--- src/rtl/pldata_capture_writer.sv ---
// Frame capture engine: selects one sample stream or an internal pattern per frame and
// writes it into one of two ping-pong banks of the PS-readable PL data BRAM.
module pldata_capture_writer #(
  parameter  int NUM_SRC   = 2,
  parameter  int DATA_W    = 32,
  parameter  int ADDR_W    = 10,
  parameter  int MAX_WORDS = 128,
  // One extra select bit so that an out-of-range stream number can be presented and flagged.
  localparam int SEL_W     = $clog2(NUM_SRC) + 1,
  localparam int BE_W      = DATA_W / 8,
  localparam int LEN_W     = $clog2(MAX_WORDS) + 1
) (
  input  logic                      clk,
  input  logic                      rst,
  input  logic                      start_in,
  input  logic                      abort_in,
  input  logic [SEL_W-1:0]          src_sel_in,
  input  logic [1:0]                mode_in,
  input  logic [DATA_W-1:0]         pat_val_in,
  input  logic [LEN_W-1:0]          frame_len_in,
  input  logic [NUM_SRC*DATA_W-1:0] src_data_in,
  input  logic [NUM_SRC-1:0]        src_valid_in,
  input  logic                      irq_ack_in,
  output logic                      ram_wr_o,
  output logic [BE_W-1:0]           ram_we_o,
  output logic [ADDR_W-1:0]         ram_addr_o,
  output logic [DATA_W-1:0]         ram_din_o,
  output logic                      busy_o,
  output logic                      done_o,
  output logic                      irq_o,
  output logic                      bank_o,
  output logic                      overrun_o,
  output logic                      err_o
);

  typedef enum logic [1:0] {
    ST_IDLE    = 2'd0,
    ST_CAPTURE = 2'd1,
    ST_DONE    = 2'd2
  } state_t;

  localparam logic [1:0]        MODE_STREAM = 2'd0;
  localparam logic [1:0]        MODE_INC    = 2'd1;
  localparam logic [ADDR_W-1:0] BANK1_BASE  = ADDR_W'(MAX_WORDS * BE_W);
  localparam logic [LEN_W-1:0]  LEN_MAX     = LEN_W'(MAX_WORDS);

  state_t              state_q, state_d;
  logic [SEL_W-1:0]    sel_q, sel_d;
  logic [1:0]          mode_q, mode_d;
  logic [LEN_W-1:0]    len_q, len_d;
  logic [LEN_W-1:0]    cnt_q, cnt_d;
  logic [DATA_W-1:0]   pattern_q, pattern_d;
  logic [ADDR_W-1:0]   next_addr_q, next_addr_d;
  logic                wr_bank_q, wr_bank_d;
  logic                ram_wr_q, ram_wr_d;
  logic [ADDR_W-1:0]   ram_addr_q, ram_addr_d;
  logic [DATA_W-1:0]   ram_din_q, ram_din_d;
  logic                busy_q, busy_d;
  logic                done_q, done_d;
  logic                irq_q, irq_d;
  logic                bank_q, bank_d;
  logic                overrun_q, overrun_d;
  logic                err_q, err_d;

  logic [DATA_W-1:0]   sel_data_s;
  logic                sel_valid_s;
  logic                word_ok_s;
  logic [LEN_W-1:0]    eff_len_s;

  always_comb begin
    sel_data_s  = '0;
    sel_valid_s = 1'b0;
    for (int k = 0; k < NUM_SRC; k++) begin
      sel_data_s  = (sel_q == SEL_W'(k)) ? src_data_in[k*DATA_W +: DATA_W] : sel_data_s;
      sel_valid_s = (sel_q == SEL_W'(k)) ? src_valid_in[k] : sel_valid_s;
    end

    eff_len_s = ((frame_len_in == '0) || (frame_len_in > LEN_MAX)) ? LEN_MAX : frame_len_in;
    word_ok_s = (mode_q == MODE_STREAM) ? sel_valid_s : 1'b1;

    state_d     = state_q;
    sel_d       = sel_q;
    mode_d      = mode_q;
    len_d       = len_q;
    cnt_d       = cnt_q;
    pattern_d   = pattern_q;
    next_addr_d = next_addr_q;
    wr_bank_d   = wr_bank_q;
    ram_wr_d    = 1'b0;
    ram_addr_d  = ram_addr_q;
    ram_din_d   = ram_din_q;
    done_d      = 1'b0;
    bank_d      = bank_q;
    overrun_d   = overrun_q;
    err_d       = err_q;

    case (state_q)
      ST_IDLE: begin
        if (start_in) begin
          if (src_sel_in < SEL_W'(NUM_SRC)) begin
            state_d     = ST_CAPTURE;
            sel_d       = src_sel_in;
            mode_d      = mode_in;
            len_d       = eff_len_s;
            cnt_d       = '0;
            pattern_d   = pat_val_in;
            next_addr_d = wr_bank_q ? BANK1_BASE : '0;
          end else begin
            err_d = 1'b1;
          end
        end else begin
          state_d = ST_IDLE;
        end
      end

      ST_CAPTURE: begin
        err_d = err_q | start_in;
        // Abort outranks completion; a write registered last cycle still goes out.
        if (abort_in) begin
          state_d = ST_IDLE;
        end else if (cnt_q == len_q) begin
          state_d   = ST_DONE;
          done_d    = 1'b1;
          bank_d    = wr_bank_q;
          wr_bank_d = ~wr_bank_q;
          overrun_d = overrun_q | (irq_q & ~irq_ack_in);
        end else if (word_ok_s) begin
          ram_wr_d    = 1'b1;
          ram_addr_d  = next_addr_q;
          ram_din_d   = (mode_q == MODE_STREAM) ? sel_data_s : pattern_q;
          next_addr_d = next_addr_q + ADDR_W'(BE_W);
          cnt_d       = cnt_q + LEN_W'(1);
          pattern_d   = (mode_q == MODE_INC) ? (pattern_q + DATA_W'(1)) : pattern_q;
        end else begin
          state_d = ST_CAPTURE;
        end
      end

      ST_DONE: begin
        err_d   = err_q | start_in;
        state_d = ST_IDLE;
      end

      default: begin
        state_d = ST_IDLE;
      end
    endcase

    busy_d = (state_d == ST_CAPTURE);

    // Completion sets the interrupt even if the PS acknowledges in the same cycle.
    if (done_d) begin
      irq_d = 1'b1;
    end else if (irq_ack_in) begin
      irq_d = 1'b0;
    end else begin
      irq_d = irq_q;
    end
  end

  always_ff @(posedge clk) begin
    if (rst) begin
      state_q     <= ST_IDLE;
      sel_q       <= '0;
      mode_q      <= '0;
      len_q       <= '0;
      cnt_q       <= '0;
      pattern_q   <= '0;
      next_addr_q <= '0;
      wr_bank_q   <= 1'b0;
      ram_wr_q    <= 1'b0;
      ram_addr_q  <= '0;
      ram_din_q   <= '0;
      busy_q      <= 1'b0;
      done_q      <= 1'b0;
      irq_q       <= 1'b0;
      bank_q      <= 1'b0;
      overrun_q   <= 1'b0;
      err_q       <= 1'b0;
    end else begin
      state_q     <= state_d;
      sel_q       <= sel_d;
      mode_q      <= mode_d;
      len_q       <= len_d;
      cnt_q       <= cnt_d;
      pattern_q   <= pattern_d;
      next_addr_q <= next_addr_d;
      wr_bank_q   <= wr_bank_d;
      ram_wr_q    <= ram_wr_d;
      ram_addr_q  <= ram_addr_d;
      ram_din_q   <= ram_din_d;
      busy_q      <= busy_d;
      done_q      <= done_d;
      irq_q       <= irq_d;
      bank_q      <= bank_d;
      overrun_q   <= overrun_d;
      err_q       <= err_d;
    end
  end

  assign ram_wr_o   = ram_wr_q;
  assign ram_we_o   = {BE_W{ram_wr_q}};
  assign ram_addr_o = ram_addr_q;
  assign ram_din_o  = ram_din_q;
  assign busy_o     = busy_q;
  assign done_o     = done_q;
  assign irq_o      = irq_q;
  assign bank_o     = bank_q;
  assign overrun_o  = overrun_q;
  assign err_o      = err_q;

endmodule

--- config.mk ---
export PLATFORM = sky130hd
export DESIGN_NAME = pldata_capture_writer
export DESIGN_NICKNAME = d
export VERILOG_FILES = /design/src/rtl/pldata_capture_writer.sv
export SDC_FILE = /design/constraint.sdc
export NUM_CORES = 1
export LEC_CHECK = 0
export ABC_AREA = 1
export CAP_MARGIN = 20
export CORE_UTILIZATION = 50
export CTS_CLUSTER_SIZE = 24
export DETAILED_ROUTE_END_ITERATION = 12
export MAX_ROUTING_LAYER = met4
export PLACE_DENSITY = 0.81
export SLEW_MARGIN = 10
export SYNTH_ARGS = -nofsm -noshare
export SYNTH_HDL_FRONTEND = slang
export SYNTH_SLANG_ARGS = --single-unit
--- constraint.sdc ---
create_clock -name clk -period 2.8 [get_ports clk]
set_input_delay 0.84 -clock clk [delete_from_list [all_inputs] [get_ports clk]]
set_output_delay 0.84 -clock clk [all_outputs]
set_load 0.01 [all_outputs]
==> flow_summary.toml, run 1 <==
[global_routing]
antenna_found_initial = 0
grt_pass1_wl_mm = 30.0
gr-total-overflow = 0
grt_max_degree = 69
grt_pass1_vias = 6295
gr-usage-all-layers = 0.296

[timing]
worst_hold_slack_ns = 0.470
finalHoldViolCount = 0
setup_viol = 0
grt_setup_unrepaired = "no"
period_needed_ns = 2.32
final.period_utilization = 0.828
max_freq_ghz = 0.431
fin_tns_setup_ns = 0
tightest_slew_ns = 0.578
slew_headroom = 0.615
final.setup_skew_ns = 0.00929
drv_slew = 0

[routing]
drtPass1Iterations = 5
first_iter_violations = 500
viasPerCell = 5.21
antenna_left = 0
vias = 7116
drc = 0
wl_per_cell_um = 14.3
drt-total-wl_mm = 19.5

[placement]
dpl.hpwl_mm = 14.4
io_buffers = 165
placed_area_sq_mm = 0.00825
place.gp.congestion = 0.911

[yosys]
synth_fa_ha_area_frac = 0.00948
synth_seq_cells = 110
synth_top_family_by_area = "simple AND/OR/NAND/NOR gates"
yosysSeqAreaShare = 0.334
yosys.area_share.simple = 0.377
synth_area_per_cell_sq_um = 6.26
synthMostInstantiatedCell = "nand2_1"
synth_top_area_share = 0.334
async_flop_share = 0
yosysWarnings = 0
synth-compound-area-share = 0.161
syn_area_sq_mm = 0.00660
ys_top_cells_by_count = "nand2_1 (335), nor2_1 (130), a21oi_1 (112)"
synth_mux_area_frac = 0.00455
synth_top_cell_by_area = "dfxtp_1"
synth_edf_count = 0
synth-xor-area-share = 0.0199
ys_types = 39
syn_inst = 1055
ys_top_cells_by_area = "dfxtp_1 (33%), nand2_1 (19%), a21oi_1 (8.5%), nor2_1 (7.4%), nand3_1 (5.7%)"
synthFlopType = "dfxtp_1"

[finish]
finish.utilization = 0.671
final_area_sq_mm = 0.00854
drive_gt1_frac = 0.0637
synthToLayoutAreaGrowth_pct = 29.4
nets = 1308
n_antenna_cell = 0

[worst_setup_path]
path_delay_family = "simple AND/OR/NAND/NOR gates"
start_kind = "input pin"
critPathKind = "input pin to register"
critPathBufInv = 2
crit_chain = "clkdlybuf4s50_1 > inv_2 > nand2_1 > nand2_1 > o21ai_0 > a21oi_2 > nand3_4 > nor2_8 > nand2_1 > a21oi_1"
crit_path_end_kind = "register"
slowest_stage = "clkdlybuf4s50_1"
path_common_cell = "nand2_1"
arrival_ns = 2.60
critPathRequiredTime_ns = 3.08
max_stage_delay_ns = 0.44
cp_max_fo = 27

[floorplan]
start_util = 0.519
pin_count = 168
dieArea_sq_mm = 0.0137
placement_rows = 41
core_sq_mm = 0.0127
dieWidth_um = 117
die_y_um = 117

[clock_tree]
cts_sinks = 110
clk_pin_slew_worst_paths_ns = 0.07
clock_latency_ns = 0.36
clockBufferDepth = 2
post_cts_resize_count = 0
cts-hold-fix-buffers = 0
cts_tree = "built"
clockRootBuffer = "clkbuf_16"
h-tree-depth = 3
cts_setup_buffers = 0
cts_buffers = 9

[power]
power_density_mw_per_mm2 = 444
vdd_ir_drop_max_uv = 509
p_leak_uw = 0.00338

[run_status]
status = "complete, no violations"

[run]
max_cap_violations = 0

[min_path]
hp-class = "register to register"
path summary, 6_finish.rpt:
check | slack [ns] | cells after the start | to | from
setup / recovery | 0.48 | 10 | pattern_q[3] | src_sel_in[1]
hold / removal | 0.47 | 2 | overrun_o | overrun_o
setup reg to reg | 0.60 | 8 | pattern_q[3] | state_q[1]
hold reg to reg | 0.47 | 2 | overrun_o | overrun_o
flip-flops by register name (all words and copies together) (netlist names):
name and count:
done_o 1, ram_din_o 32, bank_o 1, pattern_q 32, irq_o 1, next_addr_q 8, state_q 2, len_q 8
mode_q 2, overrun_o 1, busy_o 1, ram_wr_o 1, sel_q 2, wr_bank_q 1, ram_addr_o 8, cnt_q 8
err_o 1
cells in the final DEF, fill, tap and decap left out, types with 8 or more instances in the layout:
cell type	netlist	routed
a21oi_1	112	112
a21oi_2	8	8
buf_4	8	15
clkbuf_16	0	9
clkdlybuf4s50_1	0	164
dfxtp_1	110	110
inv_1	64	64
nand2_1	335	335
nand2_2	12	12
nand3_1	75	75
nand4_1	8	8
nor2_1	130	130
o21ai_0	52	52
o21ai_1	19	19
xor2_1	10	10
stage by stage:
step	instances	total power, uW	setup slack (ns)
finish	1365	3790	0.481
global placement	1349	2550	0.200
detailed placement	1349	2560	0.105
CTS	1365	3820	0.483
global route	1365	3980	0.333
floorplan	1056	2240	0.813
cell type report:
cell class              count  area, sq um
inverters                  73          274
clock buffers              10          239
clock inverters             6         50.0
well taps                 172          215
fillers                  1281         4180
repair buffers            181         1780
flip-flops and latches    110         2200
multi-input cells         813         3780
cell families after synthesis:
group,Yosys count
xor gates and xnor gates,15
adders and majority gates,5
buffers and inverters,133
other,1
AOI/OAI and AO/OA,202
muxes,3
and+or+nand+nor,586
DFF,110
where the power goes:
group / total [uW] / leakage (uW) / internal (uW) / switching (uW)
Sequential: 1720 / 0.000894 / 1640 / 75.7
Combinational: 813 / 0.00234 / 364 / 449
Clock: 1260 / 0.000142 / 643 / 620
layer usage:
layer	up-vias	track usage	wire, um
met4	0	0.125	752
met3	40	0.0572	1100
met5	-	-	0
met2	203	0.518	9590
li1	3664	-	-
met1	3209	0.330	8100
worst min-delay path, stage by stage (launching register included):
cell	delay, ns
dfxtp_1	0.34
nand2_1	0.05
o21ai_0	0.05
Note: power is estimated with default switching activity, not from simulation.
==> run 2, diff against run 1 <==
==> constraint.sdc (replaced) <==
create_clock -name clk -period 2.43 [get_ports clk]
set_input_delay 0.729 -clock clk [delete_from_list [all_inputs] [get_ports clk]]
set_output_delay 0.729 -clock clk [all_outputs]
set_load 0.01 [all_outputs]
==> run 2 against run 1 <==
Hold slack worse by 0.0013 ns. Clock power is 21% higher. Final cell count increased by 0.59%. Clock skew is 0.0015 ns lower. Via count up 1.0%. Worst setup slack got worse by 0.11 ns. Non-clock buffer count grew 8. Critical path type unchanged. Largest cell class unchanged.
==> flow_summary.toml, run 2 (synthesized netlist as in run 1, its figures left out) <==
[floorplan]
dieWidth_um = 117
pin_count = 168
start_util = 0.519
placement_rows = 41
core_sq_mm = 0.0127
dieArea_sq_mm = 0.0137
die_y_um = 117

[clock_tree]
clk_pin_slew_worst_paths_ns = 0.07
clock_latency_ns = 0.36
h-tree-depth = 3
cts_setup_buffers = 0
post_cts_resize_count = 0
cts_tree = "built"
cts-hold-fix-buffers = 0
cts_buffers = 9
clockRootBuffer = "clkbuf_16"
cts_sinks = 110
clockBufferDepth = 2

[run]
max_cap_violations = 0

[power]
p_seq_frac = 0.441
intPower_uw = 3160
vdd_ir_drop_max_uv = 510
p_sw_uw = 1320
power_density_mw_per_mm2 = 517
clockPowerShare = 0.340
combPwrFrac = 0.219
p_leak_uw = 0.00344
p_sw_frac = 0.295

[worst_setup_path]
r2r_end = "pattern_q[30]"
startpoint = "src_valid_in[1]"
reg2regPathDepth = 12
crit_path_end_kind = "register"
path_common_cell = "nand3_1"
cp_max_fo = 68
max_stage_delay_ns = 0.50
reg2reg_slack_ns = 0.48
crit_chain = "clkdlybuf4s50_1 > nand3_1 > nand3_1 > nand2_1 > nor2_4 > buf_12 > o21ai_0 > a21oi_1"
critPathKind = "input pin to register"
start_kind = "input pin"
arrival_ns = 2.35
r2r-start = "pattern_q[1]"
critPathRequiredTime_ns = 2.72
crit_end = "ram_din_o[18]"
slowest_stage = "clkdlybuf4s50_1"

[global_routing]
gr-total-overflow = 0
grt_max_degree = 69
grt_pass1_vias = 6512
grt_pass1_wl_mm = 30.8
gr-usage-all-layers = 0.302
antenna_found_initial = 0

[min_path]
hp-class = "register to register"

[finish]
drive_gt1_frac = 0.0699
n_antenna_cell = 0
finish.utilization = 0.681
nets = 1316
final_area_sq_mm = 0.00867
final_common_cell = "nand2_1"
fill_cells = 1187
synthToLayoutAreaGrowth_pct = 31.3
final_cell_mix = "nand2_1 (335), clkdlybuf4s50_1 (164), nor2_1 (130), a21oi_1 (112), dfxtp_1 (110)"

[timing]
setup_viol = 0
fin_ws_ns = 0.372
final.period_utilization = 0.847
finalHoldViolCount = 0
final.setup_skew_ns = 0.00779
grt_setup_unrepaired = "no"
drv_slew = 0
fin_tns_setup_ns = 0
period_needed_ns = 2.06
max_freq_ghz = 0.486
tightest_slew_ns = 0.584
worst_hold_slack_ns = 0.469
slew_headroom = 0.611

[routing]
drc = 0
vias = 7187
drt-total-wl_mm = 19.7
first_iter_violations = 538
wl_per_cell_um = 14.3
antenna_left = 0
drtPass1Iterations = 6
viasPerCell = 5.23

[placement]
placed_area_sq_mm = 0.00836
dpl_worst_slack_ns = 0.00928
dpl.hpwl_mm = 14.7
io_buffers = 165
place.gp.congestion = 0.942

[run_status]
status = "complete, no violations"
run 2: cell types whose count changed in the layout (fill, tap and decap cells not counted):
cell        previous run  this run
buf_12                 1         5
buf_4                 15        19
bufinv_16              0         1
clkbuf_8               1         0
clkinvlp_4             1         2
inv_6                  3         2
run 2: worst min-delay path by stage:
stage	start	endpoint	depth (start not counted)
2_1_floorplan	wr_bank_q	wr_bank_q	2
3_3_place_gp	overrun_o	overrun_o	2
3_5_place_dp	overrun_o	overrun_o	2
4_1_cts	bank_o	bank_o	2
5_1_grt	wr_bank_q	wr_bank_q	2
6_report	overrun_o	overrun_o	2
run 2: power groups by stage:
stage,clock network (uW),logic (uW),registers [uW]
2_1_floorplan,0,575,2000
3_3_place_gp,0,963,2010
3_5_place_dp,0,979,2020
4_1_cts,1550,984,1970
5_1_grt,1630,1090,1990
6_report,1520,982,1980
run 2: stage by stage:
step	power, uW	instances
2_1_floorplan	2580	1056
3_3_place_gp	2980	1357
3_5_place_dp	3000	1357
4_1_cts	4510	1373
5_1_grt	4710	1373
6_report	4480	1373
run 2: area by class of cell:
class | count | area (sq um) | share of cell area
inverter | 73 | 274 | 0.0316
clock inverter | 7 | 78.8 | 0.00909
clock buffer | 9 | 225 | 0.0260
sequential | 110 | 2200 | 0.254
multi-input combinational | 813 | 3780 | 0.436
timing repair buffer | 189 | 1890 | 0.218
tap | 172 | 215 | 0.0248
run 2: metal layers:
metal | routed length, um | global-route usage | vias to the layer above
met4 | 878 | 0.168 | 0
met1 | 7760 | 0.342 | 3211
met5 | 0 | - | -
met2 | 9690 | 0.508 | 254
met3 | 1370 | 0.0489 | 55
li1 | - | - | 3667
run 2: worst max-delay path, delay by kind of cell:
family          cells  cell delay, ns
compound gates      2            0.28
buf+inv             2            0.76
simple gates        4            0.55
